**src/rtl/simplearm_pkg.sv**
```systemverilog
// simplearm_pkg
// Shared definitions for the flag/writeback stage.
//   - ALU opcode constants (4-bit, 0x0 AND .. 0xE MVN, 0xF reserved)
//   - NZCV bit-index constants (bit0 N, bit1 Z, bit2 C, bit3 V)
//   - condition-code enum
//   - writeback entry struct and opcode classification helpers
package simplearm_pkg;

   localparam logic [3:0] OP_AND = 4'h0;
   localparam logic [3:0] OP_EOR = 4'h1;
   localparam logic [3:0] OP_SUB = 4'h2;
   localparam logic [3:0] OP_RSB = 4'h3;
   localparam logic [3:0] OP_ADD = 4'h4;
   localparam logic [3:0] OP_ADC = 4'h5;
   localparam logic [3:0] OP_SBC = 4'h6;
   localparam logic [3:0] OP_RSC = 4'h7;
   localparam logic [3:0] OP_TST = 4'h8;
   localparam logic [3:0] OP_TEQ = 4'h9;
   localparam logic [3:0] OP_CMP = 4'hA;
   localparam logic [3:0] OP_CMN = 4'hB;
   localparam logic [3:0] OP_ORR = 4'hC;
   localparam logic [3:0] OP_MOV = 4'hD;
   localparam logic [3:0] OP_MVN = 4'hE;
   localparam logic [3:0] OP_RSV = 4'hF;

   localparam int FLAG_N = 0;
   localparam int FLAG_Z = 1;
   localparam int FLAG_C = 2;
   localparam int FLAG_V = 3;

   typedef enum logic [3:0] {
      COND_EQ = 4'h0,
      COND_NE = 4'h1,
      COND_CS = 4'h2,
      COND_CC = 4'h3,
      COND_MI = 4'h4,
      COND_PL = 4'h5,
      COND_VS = 4'h6,
      COND_VC = 4'h7,
      COND_HI = 4'h8,
      COND_LS = 4'h9,
      COND_GE = 4'hA,
      COND_LT = 4'hB,
      COND_GT = 4'hC,
      COND_LE = 4'hD,
      COND_AL = 4'hE,
      COND_NV = 4'hF
   } cond_e;

   typedef struct packed {
      logic [31:0] data;
      logic [3:0]  rd;
      logic        we;
   } wb_entry_t;

   // TST/TEQ/CMP/CMN: always write flags, never write a register
   function automatic logic op_is_compare(input logic [3:0] op);
      return (op[3:2] == 2'b10);
   endfunction

   // Arithmetic ops take all four flags from the adder
   function automatic logic op_is_arith(input logic [3:0] op);
      return ((op >= OP_SUB) && (op <= OP_RSC)) || (op == OP_CMP) || (op == OP_CMN);
   endfunction

endpackage

```
**src/rtl/cond_check.sv**
```systemverilog
// cond_check
// Purely combinational ARM condition evaluator.
// Ports:
//   cond  in  4  condition field
//   nzcv  in  4  flags, bit0 N, bit1 Z, bit2 C, bit3 V
//   pass  out 1  condition satisfied
module cond_check
   import simplearm_pkg::*;
(
   input  logic [3:0] cond,
   input  logic [3:0] nzcv,
   output logic       pass
);

   logic w_n, w_z, w_c, w_v;

   assign w_n = nzcv[FLAG_N];
   assign w_z = nzcv[FLAG_Z];
   assign w_c = nzcv[FLAG_C];
   assign w_v = nzcv[FLAG_V];

   always_comb begin
      pass = 1'b0;
      case (cond)
         COND_EQ: pass = w_z;
         COND_NE: pass = !w_z;
         COND_CS: pass = w_c;
         COND_CC: pass = !w_c;
         COND_MI: pass = w_n;
         COND_PL: pass = !w_n;
         COND_VS: pass = w_v;
         COND_VC: pass = !w_v;
         COND_HI: pass = w_c && !w_z;
         COND_LS: pass = !w_c || w_z;
         COND_GE: pass = (w_n == w_v);
         COND_LT: pass = (w_n != w_v);
         COND_GT: pass = !w_z && (w_n == w_v);
         COND_LE: pass = w_z || (w_n != w_v);
         COND_AL: pass = 1'b1;
         default: pass = 1'b0;
      endcase
   end

endmodule

```
**src/rtl/flag_wb_stage.sv**
```systemverilog
// flag_wb_stage
// Condition evaluation, NZCV flag update and writeback output buffer.
// Configuration macro: FLAG_WB_OUTBUF2_EN
//   undefined : one-entry output buffer, in_ready combinational
//   defined   : two-entry in-order FIFO, in_ready registered (occupancy < 2)
// Ports:
//   clk, reset                  clock and synchronous active-high reset
//   in_valid/in_ready           execute-stage handshake
//   in_cond, in_opcode          condition field, ALU opcode
//   in_setflags, in_rd          S bit, destination register
//   alu_result, alu_flags       ALU result and NZCV
//   shift_carry                 shifter carry-out (C source for logical ops)
//   out_valid/out_ready         writeback handshake
//   out_data, out_rd, out_we    writeback entry
//   flags_q, carry_out          architectural NZCV, C bit
module flag_wb_stage
   import simplearm_pkg::*;
(
   input  logic        clk,
   input  logic        reset,
   input  logic        in_valid,
   output logic        in_ready,
   input  logic [3:0]  in_cond,
   input  logic [3:0]  in_opcode,
   input  logic        in_setflags,
   input  logic [3:0]  in_rd,
   input  logic [31:0] alu_result,
   input  logic [3:0]  alu_flags,
   input  logic        shift_carry,
   output logic        out_valid,
   input  logic        out_ready,
   output logic [31:0] out_data,
   output logic [3:0]  out_rd,
   output logic        out_we,
   output logic [3:0]  flags_q,
   output logic        carry_out
);

   logic [3:0] r_flags;
   logic [3:0] w_flags_nxt;
   logic       w_pass;
   logic       w_accept;
   logic       w_flag_wr;
   wb_entry_t  w_push_entry;

   cond_check u_cond_check (
      .cond (in_cond),
      .nzcv (r_flags),
      .pass (w_pass)
   );

   assign w_accept  = in_valid && in_ready;
   assign w_flag_wr = w_accept && w_pass
                   && (in_setflags || op_is_compare(in_opcode))
                   && (in_opcode != OP_RSV);

   // Logical ops take C from the shifter and keep V
   always_comb begin
      w_flags_nxt = r_flags;
      if (op_is_arith(in_opcode)) begin
         w_flags_nxt = alu_flags;
      end else begin
         w_flags_nxt[FLAG_N] = alu_flags[FLAG_N];
         w_flags_nxt[FLAG_Z] = alu_flags[FLAG_Z];
         w_flags_nxt[FLAG_C] = shift_carry;
      end
   end

   always_ff @(posedge clk) begin
      if (reset) begin
         r_flags <= 4'h0;
      end else if (w_flag_wr) begin
         r_flags <= w_flags_nxt;
      end
   end

   assign flags_q   = r_flags;
   assign carry_out = r_flags[FLAG_C];

   // Failed-condition entries still travel down the pipe, just without a write
   assign w_push_entry = '{data: alu_result,
                           rd:   in_rd,
                           we:   w_pass && !op_is_compare(in_opcode)};

`ifdef FLAG_WB_OUTBUF2_EN
   wb_entry_t  r_mem [2];
   logic       r_rd_ptr;
   logic       r_wr_ptr;
   logic [1:0] r_count;
   logic [1:0] w_count_nxt;
   logic       r_in_ready;
   logic       w_pop;

   assign w_pop       = (r_count != 2'd0) && out_ready;
   assign w_count_nxt = r_count + {1'b0, w_accept} - {1'b0, w_pop};

   always_ff @(posedge clk) begin
      if (reset) begin
         r_mem[0]   <= '0;
         r_mem[1]   <= '0;
         r_rd_ptr   <= 1'b0;
         r_wr_ptr   <= 1'b0;
         r_count    <= 2'd0;
         r_in_ready <= 1'b1;
      end else begin
         if (w_accept) begin
            r_mem[r_wr_ptr] <= w_push_entry;
            r_wr_ptr        <= ~r_wr_ptr;
         end
         if (w_pop) begin
            r_rd_ptr <= ~r_rd_ptr;
         end
         r_count    <= w_count_nxt;
         // ready for next cycle is known from the post-edge occupancy
         r_in_ready <= (w_count_nxt != 2'd2);
      end
   end

   assign in_ready  = r_in_ready;
   assign out_valid = (r_count != 2'd0);
   assign out_data  = r_mem[r_rd_ptr].data;
   assign out_rd    = r_mem[r_rd_ptr].rd;
   assign out_we    = r_mem[r_rd_ptr].we;
`else
   wb_entry_t r_entry;
   logic      r_valid;

   // Full buffer may still accept when the consumer drains it this cycle
   assign in_ready = !r_valid || out_ready;

   always_ff @(posedge clk) begin
      if (reset) begin
         r_entry <= '0;
         r_valid <= 1'b0;
      end else if (w_accept) begin
         r_entry <= w_push_entry;
         r_valid <= 1'b1;
      end else if (out_ready) begin
         r_valid <= 1'b0;
      end
   end

   assign out_valid = r_valid;
   assign out_data  = r_entry.data;
   assign out_rd    = r_entry.rd;
   assign out_we    = r_entry.we;
`endif

endmodule

```
**config.mk**
```make
export PLATFORM = sky130hd
export DESIGN_NAME = flag_wb_stage
export DESIGN_NICKNAME = d
export VERILOG_FILES = /design/src/rtl/simplearm_pkg.sv /design/src/rtl/cond_check.sv /design/src/rtl/flag_wb_stage.sv
export SDC_FILE = /design/constraint.sdc
export NUM_CORES = 1
export LEC_CHECK = 0
export BUFFER_PORTS_ARGS = -buffer_cell sky130_fd_sc_hd__buf_2
export CORE_MARGIN = 4
export CORE_UTILIZATION = 46
export CTS_BUF_LIST = sky130_fd_sc_hd__clkbuf_8
export DETAILED_ROUTE_END_ITERATION = 10
export PLACE_DENSITY = 0.86
export SLEW_MARGIN = 20
export SYNTH_ARGS = -nofsm -noshare
export SYNTH_HDL_FRONTEND = slang
export SYNTH_HIERARCHICAL = 1
export SYNTH_SLANG_ARGS = --single-unit
```
**constraint.sdc**
```tcl
create_clock -name clk -period 2.23 [get_ports clk]
set_clock_uncertainty 0.2 [all_clocks]
set_input_delay 0.223 -clock clk [delete_from_list [all_inputs] [get_ports clk]]
set_output_delay 0.223 -clock clk [all_outputs]
set_load 0.005 [all_outputs]
```
==> out/results.ini, run 1 <==
[setup_path]
critPathSlowestCell=dfxtp_1
start_kind=flop
worst-setup-path-type=reg2reg
critical_path.max_stage_delay_ns=0.48
worstSetupEndpointType=flop
critical_path_data_required_time_ns=2.18
critical_path.max_fanout=7
crit_arrival_ns=2.00
critical_path.cell_chain=xnor2_2 > o22ai_1 > a211o_1 > a211o_1 > nand3_1 > o21ba_1 > a211oi_2
path_common_cell=a211o_1

[power]
power.density_nw_per_um2=583
p_leak_nw=1.31
irDropWorstVdd_v=0.000450

[clocking]
ctsRootBufferMaster=clkbuf_8
level_count_of_the_clock_h_tree=2
cts_tree=yes
post_cts.resized_instances=0
cts_setup_buffers=0
clk_latency_ns=0.29
cts-buffers-inserted=5
path_clk_slew_ns=0.07
tritoncts_num_sinks=42
cts.path.max_buffers=2

[detailed_routing]
detail_route.vias_per_cell=4.94
drt-pass1-iter-count=4
drt_drc_violations_left=0
total_routed_length_um=5150
route.vias.total=1979
drt_iter0_markers=133
antenna_violating_nets_post_route=0
avgRoutedWirePerCell_um=12.8

[placement]
port-buffer-count=97
placed_area_um2=2320
dpl.hpwl_um=3250
global_placer_s_final_weighted_congestion=0.768
dp.cells=354

[layout]
stdcell_count=401
multiInputGateArea_um2=885
n_fill_cell=281
layout-drive-gt1-share_pct=36.5
syn2layout_area_growth_pct=50.5
inserted_diodes=0
final-seq-area_um2=841
stdcell_area_um2=2800
finalNetCount=406

[sta]
fmax_achieved_mhz=488
worst_slew_margin_pct=60.8
holdWs_ns=0.0190
finalCriticalPeriod_ns=2.05
final.period_utilization_pct=91.8
total_negative_setup_slack_ns=0
rsz_0062_raised_after_global_routing=no
drv_slew=0
pin_slew_with_the_least_headroom_to_its_limit_ns=0.588
report.final.setup_viol=0
final_hold_viol_count=0

[synthesis]
yosys.cell_count.top_type=nand2_1
cell_type_with_the_highest_aggregate_area_in_the_netlist=dfxtp_1
synth-async-reset-ratio_pct=0
ys_types=38
synth_top_area_share_pct=45.2
ys_warn_count=6
synthTopCellsByCount=nand2_1 (75), dfxtp_1 (42), a21oi_1 (29)
synthesis.nets=275
synth_top_cells_by_area=dfxtp_1 (45%), nand2_1 (15%), a21oi_1 (7.8%), a21oi_2 (6.1%), buf_8 (2.4%)
ys_seq_area_share_pct=45.2
synthesis.area_per_instance_um2=8.42
ys_seq_elements=42
synth-edff-count=0
syn-cell-area_um2=1860
dominantRegCellSynth=dfxtp_1
netlist_instances=221

[floorplanning]
fp.coreArea_um2=3800
rows=22
die_h_um=71.6
top_level_ports=98
initial_utilization_pct=49.0
chipWidth_um=71.6
floorplan.die_area_um2=5130

[grt]
first_pass_grt_wire_length_um=8630
total_routing_usage_reported_by_global_routing_pct=20.9
first_global_vias=1891
grt_overflow_total=0
grt_start_max_net_pins=38
grt_antenna_before_repair=0

[outcome]
status=completed

[flow_run]
timing.max_cap.violations=0

[hold_path]
timing.hold.worst.class=in2reg

==> worst max-delay path: cells and delay by family, from the launching register on <==
| kind | cells | cell delay, ns |
|---|---|---|
| simple gates | 1 | 0.15 |
| flops | 1 | 0.48 |
| xor+xnor | 1 | 0.17 |
| compound gates | 5 | 0.91 |
==> power breakdown <==
part           total, mW  internal [mW]  switching (mW)
Clock              0.491          0.248           0.243
Sequential         0.821          0.794          0.0267
Combinational      0.323          0.173           0.150
Total               1.63           1.22           0.420
==> state kept, by name, summed over array words and instances (netlist names) <==
signal and cells:
flags_q 4, out_data 32, out_rd 4, out_valid 1, out_we 1
==> worst paths after layout <==
check	from	end	slack, ns	depth (start not counted)
worst max register to register	flags_q[0]$_SDFFE_PP0P_	flags_q[2]$_SDFFE_PP0P_	0.18	7
worst min register to register	out_rd[3]$_SDFFE_PP0P_	out_rd[3]$_SDFFE_PP0P_	0.25	2
worst min-delay path	alu_flags[0]	flags_q[0]$_SDFFE_PP0P_	0.02	3
worst max-delay path	flags_q[0]$_SDFFE_PP0P_	flags_q[2]$_SDFFE_PP0P_	0.18	7
==> metal layers <==
layer / up-vias / routed length [um] / GRT usage, %
li1: 992 / - / -
met1: 896 / 2050 / 24.5
met2: 85 / 2560 / 35.5
met3: 6 / 488 / 7.99
met4: 0 / 51 / 6.26
met5: - / 0 / 0
==> cells by family (layout without fill, tap and decap cells) <==
| logic type | Yosys count | count (layout) | synth area share, % |
|---|---|---|---|
| simple gates | 99 | 99 | 23.7 |
| mux | 5 | 5 | 2.96 |
| buf+inv | 18 | 150 | 7.32 |
| compound gates | 55 | 55 | 19.6 |
| flops | 42 | 42 | 45.2 |
| xor+xnor | 2 | 2 | 1.34 |
==> cell usage in the layout, fill, tap and decap left out, types with 2 or more instances in the layout <==
master	synthesis	layout
a211o_1	2	2
a21oi_1	29	29
a21oi_2	13	13
buf_2	3	97
buf_4	4	2
clkbuf_8	0	6
dfxtp_1	42	42
dlygate4sd3_1	0	39
inv_1	3	3
mux2i_1	4	4
nand2_1	75	75
nand2b_1	6	6
nand3_1	2	2
nor2_1	2	2
nor2b_1	3	3
nor3_1	2	2
o211ai_1	2	2
o22ai_1	2	2
==> stage by stage <==
stage / total power [mW] / utilization (%) / setup WS, ns
global route: 1.73 / 73.8 / 0.0934
detailed placement: 1.10 / 61.0 / 0.205
floorplan: 0.999 / - / 0.329
global placement: 1.09 / 61.0 / 0.269
finish: 1.63 / 73.8 / 0.182
CTS: 1.65 / 73.8 / 0.186
==> area by class of cell <==
type / instances / area share, %
flip-flops and latches: 42 / 30.0
repair buffers: 139 / 32.5
multi-input cells: 161 / 31.6
inverters: 3 / 0.402
clock buffers: 6 / 2.95
well taps: 48 / 2.14
clock inverters: 2 / 0.446
==> repair_timing <==
action | in CTS | in global routing
setup endpoints to repair | 0 | 0
hold buffers | 39 | 0
endpoints found under the hold margin | 39 | 0
Power figures use the tool's default switching activity.
==> inputs of run 2 (changes only) <==
--- a/config.mk
+++ b/config.mk
@@ -11,7 +11,8 @@
 export CTS_BUF_LIST = sky130_fd_sc_hd__clkbuf_8
 export DETAILED_ROUTE_END_ITERATION = 10
 export PLACE_DENSITY = 0.86
-export SLEW_MARGIN = 20
+export REMOVE_ABC_BUFFERS = 1
+export SLEW_MARGIN = 10
 export SYNTH_ARGS = -nofsm -noshare
 export SYNTH_HDL_FRONTEND = slang
 export SYNTH_HIERARCHICAL = 1
==> run 2 against run 1 <==
Compared with the run above: count of clock-buffer cells in the layout stayed put; combinational power hardly changed; worst setup slack better by 0.0050 ns; core utilization is 0.26 points lower; first-iteration DRC count is 48% lower; clock power is 3% higher; wire length is 6.6% higher; critical endpoint unchanged; highest routed layer unchanged.
==> out/results.ini, run 2 (synthesis gave the netlist of run 1 again) <==
[floorplanning]
top_level_ports=98
initial_utilization_pct=49.0
chipWidth_um=71.6
fp.coreArea_um2=3800
floorplan.die_area_um2=5130
die_h_um=71.6
rows=22

[clocking]
level_count_of_the_clock_h_tree=2
clk_latency_ns=0.28
cts.path.max_buffers=2
cts-buffers-inserted=5
tritoncts_num_sinks=42
path_clk_slew_ns=0.08
cts_tree=yes
ctsRootBufferMaster=clkbuf_8

[layout]
layout-drive-gt1-share_pct=36.4
syn2layout_area_growth_pct=50.0
finalNetCount=405
largest_register_ffs=32
layout.cells.most_common_list=buf_2 (97), nand2_1 (75), dfxtp_1 (42)
n_fill_cell=289
inserted_diodes=0
multiInputGateArea_um2=885
final-seq-area_um2=841
finalCoreUtilization_pct=73.5
final_common_cell=buf_2

[sta]
fmax_achieved_mhz=490
finalCriticalPeriod_ns=2.04
drv_slew=0
final.period_utilization_pct=91.6
final_hold_viol_count=0
rsz_0062_raised_after_global_routing=no
pin_slew_with_the_least_headroom_to_its_limit_ns=0.600
worst_slew_margin_pct=60.0
report.final.setup_viol=0
total_negative_setup_slack_ns=0

[detailed_routing]
drt_drc_violations_left=0
total_routed_length_um=5490
antenna_violating_nets_post_route=0
detail_route.vias_per_cell=4.94
avgRoutedWirePerCell_um=13.7
drt-pass1-iter-count=4
drt_iter0_markers=69
route.vias.total=1974

[power]
p_leak_nw=1.31
power.combinational.fraction_pct=19.6
irDropWorstVdd_v=0.000457
power.switching_mw=0.436
power.clock.fraction_pct=30.8
switching_share_pct=26.4
internal_power_mw=1.22
power.density_nw_per_um2=592
pwr-share-seq_pct=49.6

[placement]
global_placer_s_final_weighted_congestion=0.739
dpl.hpwl_um=3250
port-buffer-count=97

[flow_run]
timing.max_cap.violations=0

[setup_path]
critical_path.max_fanout=7
worstSetupEndpointType=flop
reg2reg_setup_slack_ns=0.19
worst-setup-path-type=reg2reg
critical_path_data_required_time_ns=2.23
start_kind=flop
crit_arrival_ns=2.04

[grt]
grt_antenna_before_repair=0
grt_overflow_total=0
total_routing_usage_reported_by_global_routing_pct=21.6
grt_start_max_net_pins=38
first_pass_grt_wire_length_um=8820
first_global_vias=1953

[hold_path]
timing.hold.worst.class=in2reg

[outcome]
status=completed

[run 2: cell count changes in the layout (fill, tap and decap cells not counted)]
cell           before  now
clkinv_2            1    0
clkinvlp_4          1    0
dlygate4sd3_1      39   38
inv_1               3    4
inv_6               0    1
[run 2: power groups by stage]
stage	clock (mW)	sequential [mW]	combinational, mW
final	0.508	0.820	0.324
after global placement	0	0.834	0.262
after floorplan	0	0.840	0.118
after global routing	0.554	0.825	0.358
after detailed placement	0	0.836	0.268
after CTS	0.516	0.819	0.319
[run 2: final timing paths]
kind,start,cells after the start,endpoint
max reg2reg,flags_q[0]$_SDFFE_PP0P_,7,flags_q[2]$_SDFFE_PP0P_
min,in_valid,3,out_valid$_SDFFE_PP0P_
max,flags_q[0]$_SDFFE_PP0P_,7,flags_q[2]$_SDFFE_PP0P_
min reg2reg,out_data[17]$_SDFFE_PP0P_,2,out_data[17]$_SDFFE_PP0P_
[run 2: final cells by class]
| cell class | count | area share [%] |
|---|---|---|
| Clock buffer | 6 | 2.96 |
| Clock inverter | 2 | 0.448 |
| Multi-Input combinational cell | 161 | 31.7 |
| Timing Repair Buffer | 138 | 32.3 |
| Tap cell | 48 | 2.15 |
| Inverter | 3 | 0.403 |
| Sequential cell | 42 | 30.1 |
[run 2: worst max-delay path, stage by stage (launching register included)]
cell      delay (ns)
dfxtp_1         0.49
xnor2_2         0.17
o22ai_1         0.11
a211o_1         0.29
a211o_1         0.27
nand3_1         0.15
nor2_2          0.09
a211oi_2        0.18
[run 2: metrics by stage]
stage	instance area [um^2]	hold slack, ns	power [mW]	std cells	setup slack, ns
2_1_floorplan	1740	0.0854	0.959	206	0.329
3_3_place_gp	2320	0.239	1.10	354	0.271
3_5_place_dp	2320	0.243	1.10	354	0.207
4_1_cts	2790	0.000448	1.65	400	0.174
5_1_grt	2790	0.00155	1.74	400	0.0749
6_report	2790	0.00959	1.65	400	0.187
[run 2: what timing repair did]
action,CTS,global route
endpoints found under the hold margin,38,0
setup buffers,0,0
hold buffers,38,0
resized for setup,0,0
[run 2: metal layers]
layer	track usage, %	vias to the layer above	routed length [um]
met5	0	-	0
met4	6.47	0	95
met3	6.17	13	449
met2	40.4	78	2820
met1	23.4	893	2120
li1	-	990	-
